==> src/rtl/qspi_ddr_pkg.sv <==
// Shared types and constants for the QSPI DDR transfer engine.
// State encoding, byte/length widths and length decode.
package qspi_ddr_pkg;

  localparam int QSPI_BYTE_W = 8;
  localparam int LEN_W       = 2;

  typedef logic [1:0] state_t;

  localparam state_t ST_IDLE  = 2'd0;
  localparam state_t ST_XFER  = 2'd1;
  localparam state_t ST_DRAIN = 2'd2;
  localparam state_t ST_DESEL = 2'd3;

  // A length field of zero encodes a full four-byte transfer.
  function automatic logic [2:0] len_to_n(
    input logic [LEN_W-1:0] len
  );
    return (len == '0) ? 3'd4 : {1'b0, len};
  endfunction

endpackage

==> src/rtl/qspi_ddr_capture.sv <==
// Read-side capture: slot marker delay line, byte shift-in and count.
// Raises last when the final expected byte is being captured.
module qspi_ddr_capture
  import qspi_ddr_pkg::*;
#(
  parameter int BW         = QSPI_BYTE_W,
  parameter int RD_LATENCY = 3
) (
  input  logic          clk,
  input  logic          rst_n,
  input  logic          clr,
  input  logic          slot,
  input  logic [2:0]    n_bytes,
  input  logic [BW-1:0] din,
  output logic [4*BW-1:0] data,
  output logic          last
);

  logic [RD_LATENCY-1:0] dl_q;
  logic [2:0]            cnt_q;
  logic                  cap;

  assign cap  = dl_q[RD_LATENCY-1];
  assign last = cap && (cnt_q == n_bytes - 3'd1);

  always_ff @(posedge clk or negedge rst_n) begin
    if (!rst_n) begin
      dl_q  <= '0;
      cnt_q <= '0;
      data  <= '0;
    end else begin
      dl_q <= {dl_q[RD_LATENCY-2:0], slot};
      if (clr) begin
        cnt_q <= '0;
        data  <= '0;
      end else if (cap) begin
        cnt_q <= cnt_q + 3'd1;
        data  <= {data[3*BW-1:0], din};
      end
    end
  end

endmodule

==> src/rtl/qspi_ddr_xfer.sv <==
// Byte-per-clock QSPI transfer engine driving an iCE40 DDR pad wrapper.
// Owns chip select, SCK gating, output enable and read capture.
module qspi_ddr_xfer
  import qspi_ddr_pkg::*;
#(
  parameter int WIDTH      = 4,
  parameter int RD_LATENCY = 3,
  parameter int MIN_DESEL  = 2
) (
  input  logic                 i_clk,
  input  logic                 i_reset_n,
  input  logic                 i_stb,
  input  logic                 i_wr,
  input  logic [LEN_W-1:0]     i_len,
  input  logic                 i_hold,
  input  logic [8*WIDTH-1:0]   i_data,
  output logic                 o_busy,
  output logic                 o_valid,
  output logic [8*WIDTH-1:0]   o_data,
  output logic                 o_cs_n,
  output logic                 o_sck_en,
  output logic                 o_ddr_oe,
  output logic [2*WIDTH-1:0]   o_ddr_data,
  input  logic [2*WIDTH-1:0]   i_ddr_data
);

  localparam int BW = 2 * WIDTH;
  localparam int DW = 4 * BW;

  state_t          state, state_nx;
  logic            accept;
  logic            wr_q;
  logic            hold_q;
  logic [2:0]      n_q;
  logic [DW-1:0]   sr_q;
  logic [2:0]      xcnt_q;
  logic [3:0]      dcnt_q;
  logic            xfer_last;
  logic            desel_done;
  logic            cap_last;
  logic            slot;

  assign accept     = i_stb && (state == ST_IDLE);
  assign xfer_last  = (xcnt_q == n_q - 3'd1);
  assign desel_done = (dcnt_q == 4'(MIN_DESEL - 1));
  assign o_busy     = (state != ST_IDLE);

  always_ff @(posedge i_clk or negedge i_reset_n) begin
    if (!i_reset_n) state <= ST_IDLE;
    else            state <= state_nx;
  end

  always_comb begin
    state_nx = state;
    unique case (state)
      ST_IDLE:
        if (accept) state_nx = ST_XFER;
      ST_XFER:
        if (xfer_last) begin
          if (!wr_q)       state_nx = ST_DRAIN;
          else if (hold_q) state_nx = ST_IDLE;
          else             state_nx = ST_DESEL;
        end
      ST_DRAIN:
        if (cap_last)
          state_nx = hold_q ? ST_IDLE : ST_DESEL;
      ST_DESEL:
        if (desel_done) state_nx = ST_IDLE;
      default: state_nx = ST_IDLE;
    endcase
  end

  always_comb begin
    o_sck_en   = 1'b0;
    o_ddr_oe   = 1'b0;
    o_ddr_data = '0;
    slot       = 1'b0;
    unique case (1'b1)
      (state == ST_XFER) && wr_q: begin
        o_sck_en   = 1'b1;
        o_ddr_oe   = 1'b1;
        o_ddr_data = sr_q[DW-1 -: BW];
      end
      (state == ST_XFER) && !wr_q: begin
        o_sck_en = 1'b1;
        slot     = 1'b1;
      end
      default: ;
    endcase
  end

  always_ff @(posedge i_clk or negedge i_reset_n) begin
    if (!i_reset_n) begin
      wr_q    <= 1'b0;
      hold_q  <= 1'b0;
      n_q     <= 3'd4;
      sr_q    <= '0;
      xcnt_q  <= '0;
      dcnt_q  <= '0;
      o_cs_n  <= 1'b1;
      o_valid <= 1'b0;
    end else begin
      o_valid <= (state == ST_DRAIN) && cap_last;
      dcnt_q  <= (state == ST_DESEL) ? dcnt_q + 4'd1 : 4'd0;
      if (accept) begin
        wr_q   <= i_wr;
        hold_q <= i_hold;
        n_q    <= len_to_n(i_len);
        sr_q   <= i_data;
        xcnt_q <= '0;
        o_cs_n <= 1'b0;
      end else if (state == ST_XFER) begin
        xcnt_q <= xcnt_q + 3'd1;
        sr_q   <= sr_q << BW;
      end
      if (state_nx == ST_DESEL) o_cs_n <= 1'b1;
    end
  end

  qspi_ddr_capture #(
    .BW         (BW),
    .RD_LATENCY (RD_LATENCY)
  ) u_capture (
    .clk     (i_clk),
    .rst_n   (i_reset_n),
    .clr     (accept && !i_wr),
    .slot    (slot),
    .n_bytes (n_q),
    .din     (i_ddr_data),
    .data    (o_data),
    .last    (cap_last)
  );

endmodule

==> config.mk <==
export PLATFORM = sky130hd
export DESIGN_NAME = qspi_ddr_xfer
export DESIGN_NICKNAME = d
export VERILOG_FILES = /design/src/rtl/qspi_ddr_pkg.sv /design/src/rtl/qspi_ddr_capture.sv /design/src/rtl/qspi_ddr_xfer.sv
export SDC_FILE = /design/constraint.sdc
export NUM_CORES = 1
export LEC_CHECK = 0
export CAP_MARGIN = 20
export CORE_AREA = 2 2 90 92
export CTS_BUF_LIST = sky130_fd_sc_hd__clkbuf_4
export DETAILED_ROUTE_END_ITERATION = 7
export DIE_AREA = 0 0 92 94
export GPL_TIMING_DRIVEN = 0
export HOLD_SLACK_MARGIN = 0.06
export PLACE_DENSITY = 0.79
export SYNTH_ARGS = -nofsm -noshare
export SYNTH_HDL_FRONTEND = slang
export SYNTH_HIERARCHICAL = 1
export SYNTH_SLANG_ARGS = --single-unit
export TNS_END_PERCENT = 1
==> constraint.sdc <==
create_clock -name i_clk -period 5.8 [get_ports i_clk]
set_input_delay 1.16 -clock i_clk [delete_from_list [all_inputs] [get_ports i_clk]]
set_output_delay 1.16 -clock i_clk [all_outputs]
set_load 0.03 [all_outputs]
==> out/results.ini, run 1 <==
[finish]
syn_to_final_growth_pct = 31.7
drive_above_1_share = 0.0763
insertedDiodeCount = 0
layout.nets = 508

[die]
die_h_um = 94
core_area_sq_mm = 0.00761
initial_core_util = 0.493
rows = 32
die_x_um = 92
die_area_sq_mm = 0.00865
io_pins = 92

[detailed_routing]
m1WireLength_um = 3460
ant_nets = 0
drc = 0
met3_length_um = 465
routedWlPerCell_um = 14.2
top_layer = met4
drt-total-wl_um = 7960
vias_per_cell = 5.16
vias = 2893
drt_iter0_drc = 105
wl_met2_um = 3920
drt_first_pass_iters = 4

[run_status]
status = completed

[synth]
async_flop_share = 1.00
synth_area_leaders = dfrtp_1 (56%), mux2i_1 (8.8%), nand2_1 (7.7%)
syn_inst = 352
yosysTopAreaCell = dfrtp_1
synth_area_per_cell_sq_um = 10.7
ys_ff_latch = 86
ys_types = 35
yosys_warnings = 6
syn_area_sq_mm = 0.00375
synth_ff_type = dfrtp_1
yosysMostFrequentCell = dfrtp_1
synth_top_area_share = 0.561
yosysSeqAreaShare = 0.575
syn_nets = 405
synth_commonest_cells = dfrtp_1 (84), nand2_1 (77), nor2_1 (45), mux2i_1 (33), a22oi_1 (24)
synth_edf_count = 0

[pwr]
p_int_uw = 1570
p_comb_frac = 0.501
switchingPower_uw = 1120
switching_share = 0.416
pwr-share-seq = 0.380
ir_drop_mv = 0.201
p_clk_frac = 0.119
power.density_mw_per_mm2 = 546
power_leakage_uw = 0.00234

[clocking]
numCtsBuffers = 9
cts-resized-gates = 0
clock_latency_ps = 420
cts_hold_buf = 0
clkSinkCount = 86
clk_pin_slew_ps = 130
htreeDepth = 3
post-cts-setup-buffers = 0
cts_root_buffer = clkbuf_4
cts_buffer_depth = 2
cts_tree = yes

[global_routing]
track_usage = 0.196
grt_pass1_wl_um = 13300
grt_max_degree = 62
grt.overflow.total = 0
antenna_found_initial = 0
grt_pass1_vias = 2884

[sta]
finalMaxSlewViolations = 0
hold_violations = 0
tightest_slew_ps = 519
rsz0062_at_grt = no
setup_viol = 0
fin_crit_sh = 0.642
fin_crit_ps = 3720
fmax_mhz = 269
slew_headroom = 0.654
tns_ps = 0
finClkSkew_ps = 10.6
setup_ws_ps = 2080

[placement]
dp_hpwl_um = 5840
io_buffers = 91
pre_cts_ws_ps = 2550
gp_congestion = 0.802

[min_path]
min_path_cells = 0
min_path_type = reg -> reg

[setup_path]
cp.arrival_ps = 2560
crit_path_end_kind = output port
cp-start-kind = flop
ff2ff_path_depth = 8
required_ps = 4640
worstSetupPathType = reg -> out
crit_fanout = 10

[flow_run]
cap_violations = 0

[metrics by stage]
step           hold slack (ps)  power [uW]  std cells  cell area [sq um]   util
2_1_floorplan              331        1920        352               3750      -
3_3_place_gp               335        2360        545               4790  0.629
3_5_place_dp               337        2400        546               4810  0.633
4_1_cts                    364        2720        561               4940  0.649
5_1_grt                    373        2890        561               4940  0.649
6_report                   363        2700        561               4940  0.649
[cells in the final DEF (no fill, tap or decap), types with 2 or more instances in the layout]
| cell | synthesis | final |
|---|---|---|
| clkdlybuf4s50_1 | 0 | 90 |
| dfrtp_1 | 84 | 84 |
| nand2_1 | 77 | 77 |
| nor2_1 | 45 | 45 |
| mux2i_1 | 33 | 33 |
| a22oi_1 | 24 | 24 |
| o21ai_1 | 13 | 13 |
| clkbuf_1 | 10 | 10 |
| clkbuf_4 | 0 | 10 |
| and3_1 | 9 | 9 |
| inv_1 | 8 | 8 |
| buf_2 | 6 | 6 |
| ha_1 | 6 | 6 |
| xor2_1 | 5 | 5 |
| nand2b_1 | 3 | 3 |
| a21oi_1 | 3 | 3 |
| buf_8 | 3 | 3 |
| xnor3_1 | 2 | 2 |
| xnor2_1 | 2 | 2 |
| clkinv_2 | 0 | 2 |
| dfstp_2 | 2 | 2 |
[worst max-delay path, cell delays in order, from the launching register on]
cell	delay, ps
dfrtp_1	460
nand2b_1	270
inv_2	190
clkbuf_1	330
and3_1	210
clkdlybuf4s50_1	690
[cell families (layout without fill, tap and decap cells)]
group	after synthesis	count (layout)	share of synthesized area
mux	34	34	0.0911
simple gates	140	140	0.154
xor+xnor	10	10	0.0327
compound gates	47	47	0.0851
fa+ha+maj	6	6	0.0200
buf+inv	29	136	0.0420
flops	86	86	0.575
[power by group through the flow]
| stage | clock network (uW) | logic (uW) | registers (uW) |
|---|---|---|---|
| global route | 359 | 1470 | 1060 |
| global placement | 0 | 1330 | 1030 |
| floorplan | 0 | 712 | 1200 |
| finish | 322 | 1350 | 1020 |
| CTS | 332 | 1360 | 1020 |
| detailed placement | 0 | 1360 | 1040 |
[per-layer routing]
metal  track usage  vias to the layer above
li1              -                     1383
met1         0.252                     1419
met5             0                        -
met2         0.331                       81
met4        0.0721                        0
met3        0.0377                       10
[area by class of cell]
cell class                 count  area (sq um)
tap                          102           128
timing repair buffer          92           936
buffer                        20           124
clock inverter                 5          51.3
inverter                       9          33.8
clock buffer                  10          75.1
multi-input combinational    237          1440
sequential                    86          2150
fill                         619          2670
[state kept, by name (all words and copies together), names as in the netlist]
register         count
wr_q                 1
o_valid              1
hold_q               1
dcnt_q               4
u_capture/dl_q       3
xcnt_q               3
n_q                  3
u_capture/cnt_q      3
o_cs_n               1
sr_q                32
u_capture/data      32
state                2
[worst paths after layout]
path,end,slack [ps],startpoint
worst max register to register,state[0]$_DFF_PN0_,3600,n_q[0]$_DFFE_PN0N_
worst min register to register,u_capture/dl_q[1]$_DFF_PN0_,360,u_capture/dl_q[0]$_DFF_PN0_
min in group asynchronous,u_capture/data[23]$_DFFE_PN0P_,630,i_reset_n
max in group asynchronous,o_cs_n$_DFFE_PN1P_,4520,i_reset_n
worst min-delay path,u_capture/dl_q[1]$_DFF_PN0_,360,u_capture/dl_q[0]$_DFF_PN0_
worst max-delay path,o_ddr_data[6],2080,state[1]$_DFF_PN0_
Note: power is estimated with default switching activity, not from simulation.
==> run 2: changes to the inputs <==
- CORE_AREA: 2 2 90 92 -> 2 2 94 96
- DIE_AREA: 0 0 92 94 -> 0 0 96 98
- PLACE_DENSITY: 0.79 -> 0.76
- clock period: 5.8 -> 3.05 ns (I/O delays scaled with it)
==> run 2 against run 1 <==
Clock skew is 4.6 ps higher. Register-to-register slack worse by 2800 ps. Worst hold slack better by 1.1 ps. Largest cell class unchanged. Highest routed layer unchanged. Clock power is 99% higher. Total power is 92% higher. Design area is 0.66% higher. Non-clock buffer count is 1 higher.
==> out/results.ini, run 2 (synthesis results as in run 1) <==
[run_status]
status = completed  ; unchanged

[setup_path]
slowest_stage = clkdlybuf4s50_1  ; unchanged
cp.arrival_ps = 2290  ; was 2560 ps
cp-start-kind = flop  ; unchanged
crit_fanout = 10  ; unchanged
worstSetupPathType = reg -> out  ; unchanged
worstPathCellList = nand2b_1, clkbuf_1, nor2_1, clkdlybuf4s50_1  ; was nand2b_1, inv_2, clkbuf_1, and3_1, clkdlybuf4s50_1
slowest_delay_ps = 680  ; was 690 ps
ff2ff_path_depth = 8  ; unchanged
rr_startpoint = n_q[0]$_DFFE_PN0N_  ; unchanged
r2r_setup_slack_ps = 830  ; was 3600 ps
required_ps = 2440  ; was 4640 ps
crit_path_end_kind = output port  ; unchanged
timing.rr.end = state[0]$_DFF_PN0_  ; unchanged

[finish]
drive_above_1_share = 0.0846  ; was 0.0763
layout_commonest_cell = clkdlybuf4s50_1  ; unchanged
largestRegisters = sr_q: 32 flops, u_capture/data: 32 flops, dcnt_q: 4 flops  ; unchanged
fin_util = 0.587  ; was 0.649
seq_area_sq_mm = 0.00215  ; unchanged
layout.nets = 509  ; was 508
final_area_sq_mm = 0.00497  ; was 0.00494 sq mm
syn_to_final_growth_pct = 32.6  ; was 31.7%
multi_input_area_sq_mm = 0.00144  ; unchanged
mostFrequentLayoutCells = clkdlybuf4s50_1 (85), dfrtp_1 (84), nand2_1 (77), nor2_1 (45), mux2i_1 (33)  ; was clkdlybuf4s50_1 (90), dfrtp_1 (84), nand2_1 (77), nor2_1 (45), mux2i_1 (33)
fillCellCount = 751  ; was 619
insertedDiodeCount = 0  ; unchanged

[pwr]
switchingPower_uw = 2180  ; was 1120 uW
total_power_uw = 5180  ; was 2700 uW
p_clk_frac = 0.124  ; was 0.119
switching_share = 0.422  ; was 0.416
pwr-share-seq = 0.378  ; was 0.380
p_comb_frac = 0.499  ; was 0.501
ir_drop_mv = 0.460  ; was 0.201 mV
power_leakage_uw = 0.00238  ; was 0.00234 uW
power.density_mw_per_mm2 = 1040  ; was 546 mW/mm^2
p_int_uw = 2990  ; was 1570 uW

[global_routing]
grt.overflow.total = 0  ; unchanged
grt_pass1_vias = 2914  ; was 2884
track_usage = 0.192  ; was 0.196
grt_pass1_wl_um = 14000  ; was 13300 um
grt_max_degree = 67  ; was 62
antenna_found_initial = 0  ; unchanged

[detailed_routing]
drt-total-wl_um = 8340  ; was 7960 um
ant_nets = 0  ; unchanged
routedWlPerCell_um = 14.7  ; was 14.2 um
vias_per_cell = 5.08  ; was 5.16
drt_iter0_drc = 117  ; was 105
drc = 0  ; unchanged
drt_first_pass_iters = 4  ; unchanged
vias = 2890  ; was 2893

[min_path]
min_path_cells = 0  ; unchanged
min_path_type = reg -> reg  ; unchanged
whs_endpoint = u_capture/dl_q[2]$_DFF_PN0_  ; was u_capture/dl_q[1]$_DFF_PN0_
min_from = u_capture/dl_q[1]$_DFF_PN0_  ; was u_capture/dl_q[0]$_DFF_PN0_

[sta]
finClkSkew_ps = 15.2  ; was 10.6 ps
finalMaxSlewViolations = 0  ; unchanged
fmax_mhz = 345
setup_viol = 0  ; unchanged
hold_violations = 0  ; unchanged
fin_crit_ps = 2900
slew_headroom = 0.635  ; was 0.654
setup_ws_ps = 148  ; was 2080 ps
rsz0062_at_grt = yes  ; was no
tightest_slew_ps = 548  ; was 519 ps
tns_ps = 0  ; unchanged
fin_crit_sh = 0.952

[flow_run]
cap_violations = 0  ; unchanged

[clocking]
clock_latency_ps = 420  ; about the same
cts_root_buffer = clkbuf_4  ; unchanged
clk_pin_slew_ps = 130  ; about the same
htreeDepth = 3  ; unchanged
cts_buffer_depth = 2  ; unchanged
post-cts-setup-buffers = 0  ; unchanged
numCtsBuffers = 9  ; unchanged
clkSinkCount = 86  ; unchanged
cts_tree = yes  ; unchanged

[die]
core_area_sq_mm = 0.00847  ; was 0.00761 sq mm
rows = 34  ; was 32
io_pins = 92  ; unchanged
die_area_sq_mm = 0.00941  ; was 0.00865 sq mm
initial_core_util = 0.443  ; was 0.493
die_h_um = 98  ; was 94 um
die_x_um = 96  ; was 92 um

[placement]
placed_area_sq_mm = 0.00482  ; was 0.00481 sq mm
gp_congestion = 0.838  ; was 0.802
pre_cts_ws_ps = 308  ; was 2550 ps
io_buffers = 91  ; unchanged
dp_hpwl_um = 6170  ; was 5840 um

## run 2: worst max path at each step
stage,startpoint,end,cells past startpoint
4_1_cts,state[1]$_DFF_PN0_,o_sck_en,4
5_1_grt,state[1]$_DFF_PN0_,o_ddr_oe,4
6_report,state[1]$_DFF_PN0_,o_ddr_oe,4
2_1_floorplan,n_q[0]$_DFFE_PN0N_,state[0]$_DFF_PN0_,8
3_5_place_dp,state[1]$_DFF_PN0_,o_ddr_data[6],5
3_3_place_gp,i_reset_n,sr_q[11]$_DFFE_PN0P_,1
## run 2: layout make-up
class,instances,area share
Tap cell,108,0.0272
Clock inverter,7,0.0148
Clock buffer,9,0.0136
Sequential cell,86,0.433
Buffer,20,0.0254
Inverter,9,0.00679
Multi-Input combinational cell,237,0.289
Timing Repair Buffer,93,0.190
## run 2: what timing repair did
action / in CTS / in global routing
endpoints found under the setup margin: 5 / 2
hold buffers: 1 / 0
gates resized for setup: 6 / 1
endpoints found under the hold margin: 18 / 0
## run 2: routing by layer
metal | global-route usage | wire, um
met2 | 0.311 | 4030
met5 | 0 | 0
met1 | 0.254 | 3660
met3 | 0.0417 | 539
met4 | 0.0659 | 110
## run 2: through the flow
stage | hold WS, ps | std cells
6_report | 364 | 569
5_1_grt | 383 | 569
4_1_cts | 366 | 569
3_5_place_dp | 337 | 552
3_3_place_gp | 333 | 551
2_1_floorplan | 314 | 352
## run 2: power groups by stage
stage          Sequential [uW]  Clock, uW  Combinational, uW
6_report                  1960        641               2580
5_1_grt                   2010        717               2840
4_1_cts                   1960        665               2610
3_5_place_dp              1980          0               2600
3_3_place_gp              1960          0               2530
2_1_floorplan             2290          0               1350
## run 2: worst max-delay path: cells and delay by family, from the launching register on
family / cells / cell delay [ps]
flops: 1 / 470
buf+inv: 2 / 970
simple gates: 2 / 430
==> run 3: changes to the inputs <==
- CORE_AREA: 2 2 94 96 -> 2 2 90 92
- DIE_AREA: 0 0 96 98 -> 0 0 92 94
- PLACE_DENSITY: 0.76 -> 0.79
- clock period: 3.05 -> 2.75 ns (I/O delays scaled with it)
==> run 3 against run 2 <==
Cell count down 1.2%. Sequential power is 10% higher. Design area fell by 0.93%. Combinational power up 9.3%. Sequential cell count is the same. Critical path type unchanged. Critical endpoint is now o_sck_en.
==> out/results.ini, run 3 (synthesis results as in run 1) <==
[run_status]
status = completed  ; unchanged

[setup_path]
r2r_setup_slack_ps = 550  ; was 830 ps
slowest_stage = dfrtp_1  ; was clkdlybuf4s50_1
worstPathCellList = nand2b_1, inv_2, clkbuf_2, dlygate4sd2_1  ; was nand2b_1, clkbuf_1, nor2_1, clkdlybuf4s50_1
crit_buf_inv = 3  ; was 2
cp-start-kind = flop  ; unchanged
rr_startpoint = n_q[0]$_DFFE_PN0N_  ; unchanged
slowest_delay_ps = 460  ; was 680 ps
crit_fanout = 10  ; unchanged
critPathTopFamily = buffers and inverters  ; unchanged
cp.arrival_ps = 2040  ; was 2290 ps
required_ps = 2200  ; was 2440 ps
worstSetupPathType = reg -> out  ; unchanged
crit_start = state[1]$_DFF_PN0_  ; unchanged
crit_path_end_kind = output port  ; unchanged

[detailed_routing]
drt_first_pass_iters = 4  ; unchanged
drt_iter0_drc = 109  ; was 117
vias = 2898  ; was 2890
drc = 0  ; unchanged
ant_nets = 0  ; unchanged
routedWlPerCell_um = 14.2  ; was 14.7 um
drt-total-wl_um = 7960  ; was 8340 um
vias_per_cell = 5.16  ; was 5.08

[sta]
fin_crit_sh = 0.943
hold_ws_ps = 366  ; was 364 ps
fmax_mhz = 386
fin_crit_ps = 2590
hold_violations = 0  ; unchanged
finClkSkew_ps = 10.8  ; was 15.2 ps
tns_ps = 0  ; unchanged
slew_headroom = 0.673  ; was 0.635
setup_ws_ps = 157  ; was 148 ps
rsz0062_at_grt = no  ; was yes
tightest_slew_ps = 491  ; was 548 ps
finalMaxSlewViolations = 0  ; unchanged
setup_viol = 0  ; unchanged

[clocking]
numCtsBuffers = 9  ; unchanged
cts_root_buffer = clkbuf_4  ; unchanged
cts_buffer_depth = 2  ; unchanged
cts_tree = yes  ; unchanged
clk_pin_slew_ps = 130  ; about the same
post-cts-setup-buffers = 0  ; unchanged
clkSinkCount = 86  ; unchanged
clock_latency_ps = 420  ; about the same
htreeDepth = 3  ; unchanged

[pwr]
p_int_uw = 3300  ; was 2990 uW
p_clk_frac = 0.120  ; was 0.124
p_comb_frac = 0.498  ; was 0.499
switching_share = 0.418  ; was 0.422
pwr-share-seq = 0.381  ; was 0.378
ir_drop_mv = 0.403  ; was 0.460 mV
power.density_mw_per_mm2 = 1150  ; was 1040 mW/mm^2
total_power_uw = 5660  ; was 5180 uW
switchingPower_uw = 2370  ; was 2180 uW
power_leakage_uw = 0.00238  ; about the same

[global_routing]
track_usage = 0.195  ; was 0.192
grt_max_degree = 62  ; was 67
grt.overflow.total = 0  ; unchanged
antenna_found_initial = 0  ; unchanged
grt_pass1_vias = 2872  ; was 2914
grt_pass1_wl_um = 13300  ; was 14000 um

[placement]
io_buffers = 91  ; unchanged
dp_hpwl_um = 5840  ; was 6170 um
gp_congestion = 0.802  ; was 0.838
dp_cells = 546  ; was 552
pre_cts_ws_ps = 113  ; was 308 ps

[die]
rows = 32  ; was 34
die_area_sq_mm = 0.00865  ; was 0.00941 sq mm
core_area_sq_mm = 0.00761  ; was 0.00847 sq mm
die_x_um = 92  ; was 96 um
io_pins = 92  ; unchanged
die_h_um = 94  ; was 98 um
initial_core_util = 0.493  ; was 0.443

[flow_run]
cap_violations = 0  ; unchanged

[finish]
drive_above_1_share = 0.0913  ; was 0.0846
layout.nets = 509  ; unchanged
instances_no_fill = 562  ; was 569
seq_area_sq_mm = 0.00215  ; unchanged
insertedDiodeCount = 0  ; unchanged
syn_to_final_growth_pct = 31.4  ; was 32.6%
layout_commonest_cell = dfrtp_1  ; was clkdlybuf4s50_1
largestRegisters = sr_q: 32 flops, u_capture/data: 32 flops, dcnt_q: 4 flops  ; unchanged
multi_input_area_sq_mm = 0.00144  ; unchanged
mostFrequentLayoutCells = dfrtp_1 (84), clkdlybuf4s50_1 (80), nand2_1 (77), nor2_1 (45), mux2i_1 (33)  ; was clkdlybuf4s50_1 (85), dfrtp_1 (84), nand2_1 (77), nor2_1 (45), mux2i_1 (33)
fillCellCount = 628  ; was 751

[min_path]
min_path_type = reg -> reg  ; unchanged
min_from = u_capture/dl_q[0]$_DFF_PN0_  ; was u_capture/dl_q[1]$_DFF_PN0_

-- run 3: cell count changes in the layout (fill, tap and decap cells not counted) --
cell / before / now
clkbuf_2: 2 / 7
dlymetal6s2s_1: 1 / 0
clkdlybuf4s50_1: 85 / 80
dlygate4sd2_1: 4 / 6
clkinv_4: 2 / 0
clkbuf_4: 9 / 10
clkinv_1: 0 / 1
clkbuf_1: 8 / 7
inv_6: 1 / 0
-- run 3: per-layer routing --
metal  track usage  wire length (um)  up-vias
li1              -                 -     1386
met1         0.253              3470     1411
met5             0                 0        -
met2         0.330              3910       91
met4        0.0721               107        0
met3        0.0369               481       10
-- run 3: area by class of cell --
type	count	share of cell area
inverter	9	0.00686
clock inverter	5	0.0104
tap	102	0.0259
multi-input combinational	237	0.292
buffer	20	0.0259
sequential	86	0.437
timing repair buffer	93	0.186
clock buffer	10	0.0152
-- run 3: path summary, 6_finish.rpt --
check,end,cells after the start
min in group asynchronous,u_capture/data[23]$_DFFE_PN0P_,2
min,u_capture/dl_q[1]$_DFF_PN0_,0
min reg2reg,u_capture/dl_q[1]$_DFF_PN0_,0
max reg2reg,state[0]$_DFF_PN0_,8
max,o_sck_en,4
max in group asynchronous,o_cs_n$_DFFE_PN1P_,3
-- run 3: worst reg2reg max path: cells and delay by family, from the launching register on --
kind	cells	cell delay, ps
compound gates	1	70
mux	1	280
flops	1	480
xor+xnor	1	350
fa+ha+maj	1	200
buf+inv	1	70
simple gates	3	670
-- run 3: power by group through the flow --
| stage | Clock [uW] | Combinational, uW | Sequential [uW] |
|---|---|---|---|
| after floorplan | 0 | 1500 | 2540 |
| after global placement | 0 | 2800 | 2170 |
| after detailed placement | 0 | 2870 | 2190 |
| after CTS | 701 | 2850 | 2160 |
| after global routing | 758 | 3080 | 2230 |
| final | 681 | 2820 | 2160 |
-- run 3: through the flow --
stage	utilization	instance area, sq um
after floorplan	-	3750
after global placement	0.629	4790
after detailed placement	0.633	4810
after CTS	0.649	4940
after global routing	0.648	4930
final	0.648	4930
-- run 3: what timing repair did --
item	4_1_cts	5_1_grt
hold buffers	1	0
cloned	0	0
endpoints found under the setup margin	10	5
pin swaps	0	0
hold endpoints to repair	25	0
resized for setup	12	10
==> edit, RTL diff (config.mk and constraints of run 2) <==
The output `o_valid` loses its register stage (`o_valid` becomes a continuous assignment).
--- a/src/rtl/qspi_ddr_xfer.sv
+++ b/src/rtl/qspi_ddr_xfer.sv
@@ -98,9 +98,7 @@
       xcnt_q  <= '0;
       dcnt_q  <= '0;
       o_cs_n  <= 1'b1;
-      o_valid <= 1'b0;
     end else begin
-      o_valid <= (state == ST_DRAIN) && cap_last;
       dcnt_q  <= (state == ST_DESEL) ? dcnt_q + 4'd1 : 4'd0;
       if (accept) begin
         wr_q   <= i_wr;
@@ -116,6 +114,8 @@
       if (state_nx == ST_DESEL) o_cs_n <= 1'b1;
     end
   end
+
+  assign o_valid = (state == ST_DRAIN) && cap_last;
 
   qspi_ddr_capture #(
     .BW         (BW),
Check against the original RTL: not equivalent (Yosys sat finds a counterexample within 10 cycles, from zero or initial values and one cycle with i_reset_n low).
==> edit against run 2 <==
Worst setup slack got worse by 0.0052 ns. Total power barely moved. Sequential share of layout area down 0.32 points. Largest power group unchanged. Cell area is 0.43% lower. Highest routed layer unchanged. Sequential cell count down 1. Count of clock-buffer cells in the layout did not move. Critical endpoint unchanged. Wire length about the same. Area after synthesis is 0.67% lower.
==> edit: results (changes against run 2) <==
[clock_tree]
cts_setup_buffers = 0  ; unchanged
clk_pin_slew_ns = 0.13  ; about the same
clock_path_buffers = 2  ; unchanged
cts_buffers = 9  ; unchanged
insertion_delay_ns = 0.43
htree_levels = 3  ; unchanged

[finish]
layout-drive-gt1-share_pct = 8.48  ; +0.018 points
diodes = 0  ; unchanged
final_nets = 508  ; -0.20%
largestRegisters = sr_q: 32 flops, u_capture/data: 32 flops, dcnt_q: 4 flops

[setup_path]
cp.arrival_ns = 2.30
endpoint = o_ddr_oe
regToRegSetupSlack_ns = 0.82
crit_start = state[1]
r2r_cells = 8  ; unchanged
worstReg2RegStart = n_q[0]

[placed_design]
numPortBuffers = 91  ; unchanged
dp_hpwl_um = 6150  ; -0.42%
place_area_um2 = 4800  ; -0.52%
gp_congestion = 0.823  ; -1.8%

[timing]
hold_slack_ns = 0.368  ; +0.00386 ns
finClkSkew_ns = 0.0117  ; -0.00353 ns
tightest_slew_ns = 0.509  ; -0.0389 ns

[logic_synthesis]
synth.distinct_cells = 35  ; unchanged
yosysWarnings = 6  ; unchanged
synth-edff-count = 0  ; unchanged
synth_seq_area_share_pct = 57.2  ; -0.29 points
syn-num-nets = 404  ; -0.25%
synthTopCellsByCount = dfrtp_1, nand2_1, nor2_1
synthTopCellsByArea = dfrtp_1, mux2i_1, nand2_1

[min_path]
worstHoldPathCells = 0  ; unchanged

[pwr]
peakVddDrop_v = 0.000375  ; -19%
p_leak_nw = 2.39  ; +0.33%

[routing]
dr.first_iter.drc_count = 115  ; -1.7%
vias = 2891  ; +0.035%
maxUsedRoutingLayer = met4
wl_met3_um = 469  ; -13%
wl_met2_um = 4070  ; +1.1%
wl_per_cell_um = 14.7  ; about the same
m1WireLength_um = 3680  ; +0.41%

[grt]
grt_pass1_wl_um = 13900  ; -0.64%
grt_use_total_pct = 19.0  ; -0.19 points
grt_max_degree = 64  ; -4.5%

[outcome]
status = finished clean

edit: cell count changes after synthesis:
cell and change:
dfrtp_1 -1
edit: final cells by class:
cell class	count	area, µm²
clock buffers	9	67.6
inverters	9	33.8
clock inverters	7	75.1
repair buffers	93	946
flip-flops and latches	85	2130
well taps	108	135
plain buffers	20	126
multi-input cells	237	1440
fillers	746	3510
edit: timing repair:
item | in CTS | in global routing
endpoints found under the setup margin | 6 | 5
hold endpoints to repair | 15 | 0
resized for setup | 5 | 5
hold buffers | 1 | 0
edit: stage by stage:
| stage | utilization [%] | std cells | worst slack, ns |
|---|---|---|---|
| final | 58.5 | 568 | 0.142 |
| after global routing | 58.5 | 568 | -0.0535 |
| after CTS | 58.4 | 568 | -0.0307 |
| after detailed placement | 56.7 | 551 | 0.229 |
| after global placement | 56.4 | 550 | -1.60 |
| after floorplan | - | 351 | 0.771 |
edit: worst max-delay path, stage by stage (launching register included):
cell             delay (ns)
dfrtp_1                0.47
nand2b_1               0.27
clkbuf_1               0.29
nor2_1                 0.17
clkdlybuf4s50_1        0.68
edit: cell families after synthesis:
kind of cell / synth area share [%]
buffers and inverters: 4.23
xor gates and xnor gates: 3.29
and+or+nand+nor: 15.6
AOI/OAI and AO/OA: 8.57
DFF: 57.2
adders and majority gates: 2.02
muxes: 9.17
edit: worst min path at each step:
stage / start / endpoint
final: u_capture/dl_q[1] / u_capture/dl_q[2]
after global routing: u_capture/dl_q[1] / u_capture/dl_q[2]
after CTS: u_capture/dl_q[0] / u_capture/dl_q[1]
after detailed placement: u_capture/dl_q[0] / u_capture/dl_q[1]
after global placement: u_capture/dl_q[0] / u_capture/dl_q[1]
after floorplan: i_reset_n / dcnt_q[0]
edit: report_power, final:
part | total [mW] | internal [mW] | leakage (nW) | switching (mW)
sequential | 1.94 | 1.61 | 1.09 | 0.327
combinational | 2.59 | 1.12 | 1.23 | 1.47
clock | 0.649 | 0.253 | 0.0702 | 0.397
edit: layer usage:
| layer | vias up | global-route usage, % |
|---|---|---|
| li1 | 1392 | - |
| met1 | 1403 | 25.7 |
| met2 | 87 | 30.1 |
| met3 | 9 | 3.86 |
| met4 | 0 | 7.14 |
| met5 | - | 0 |
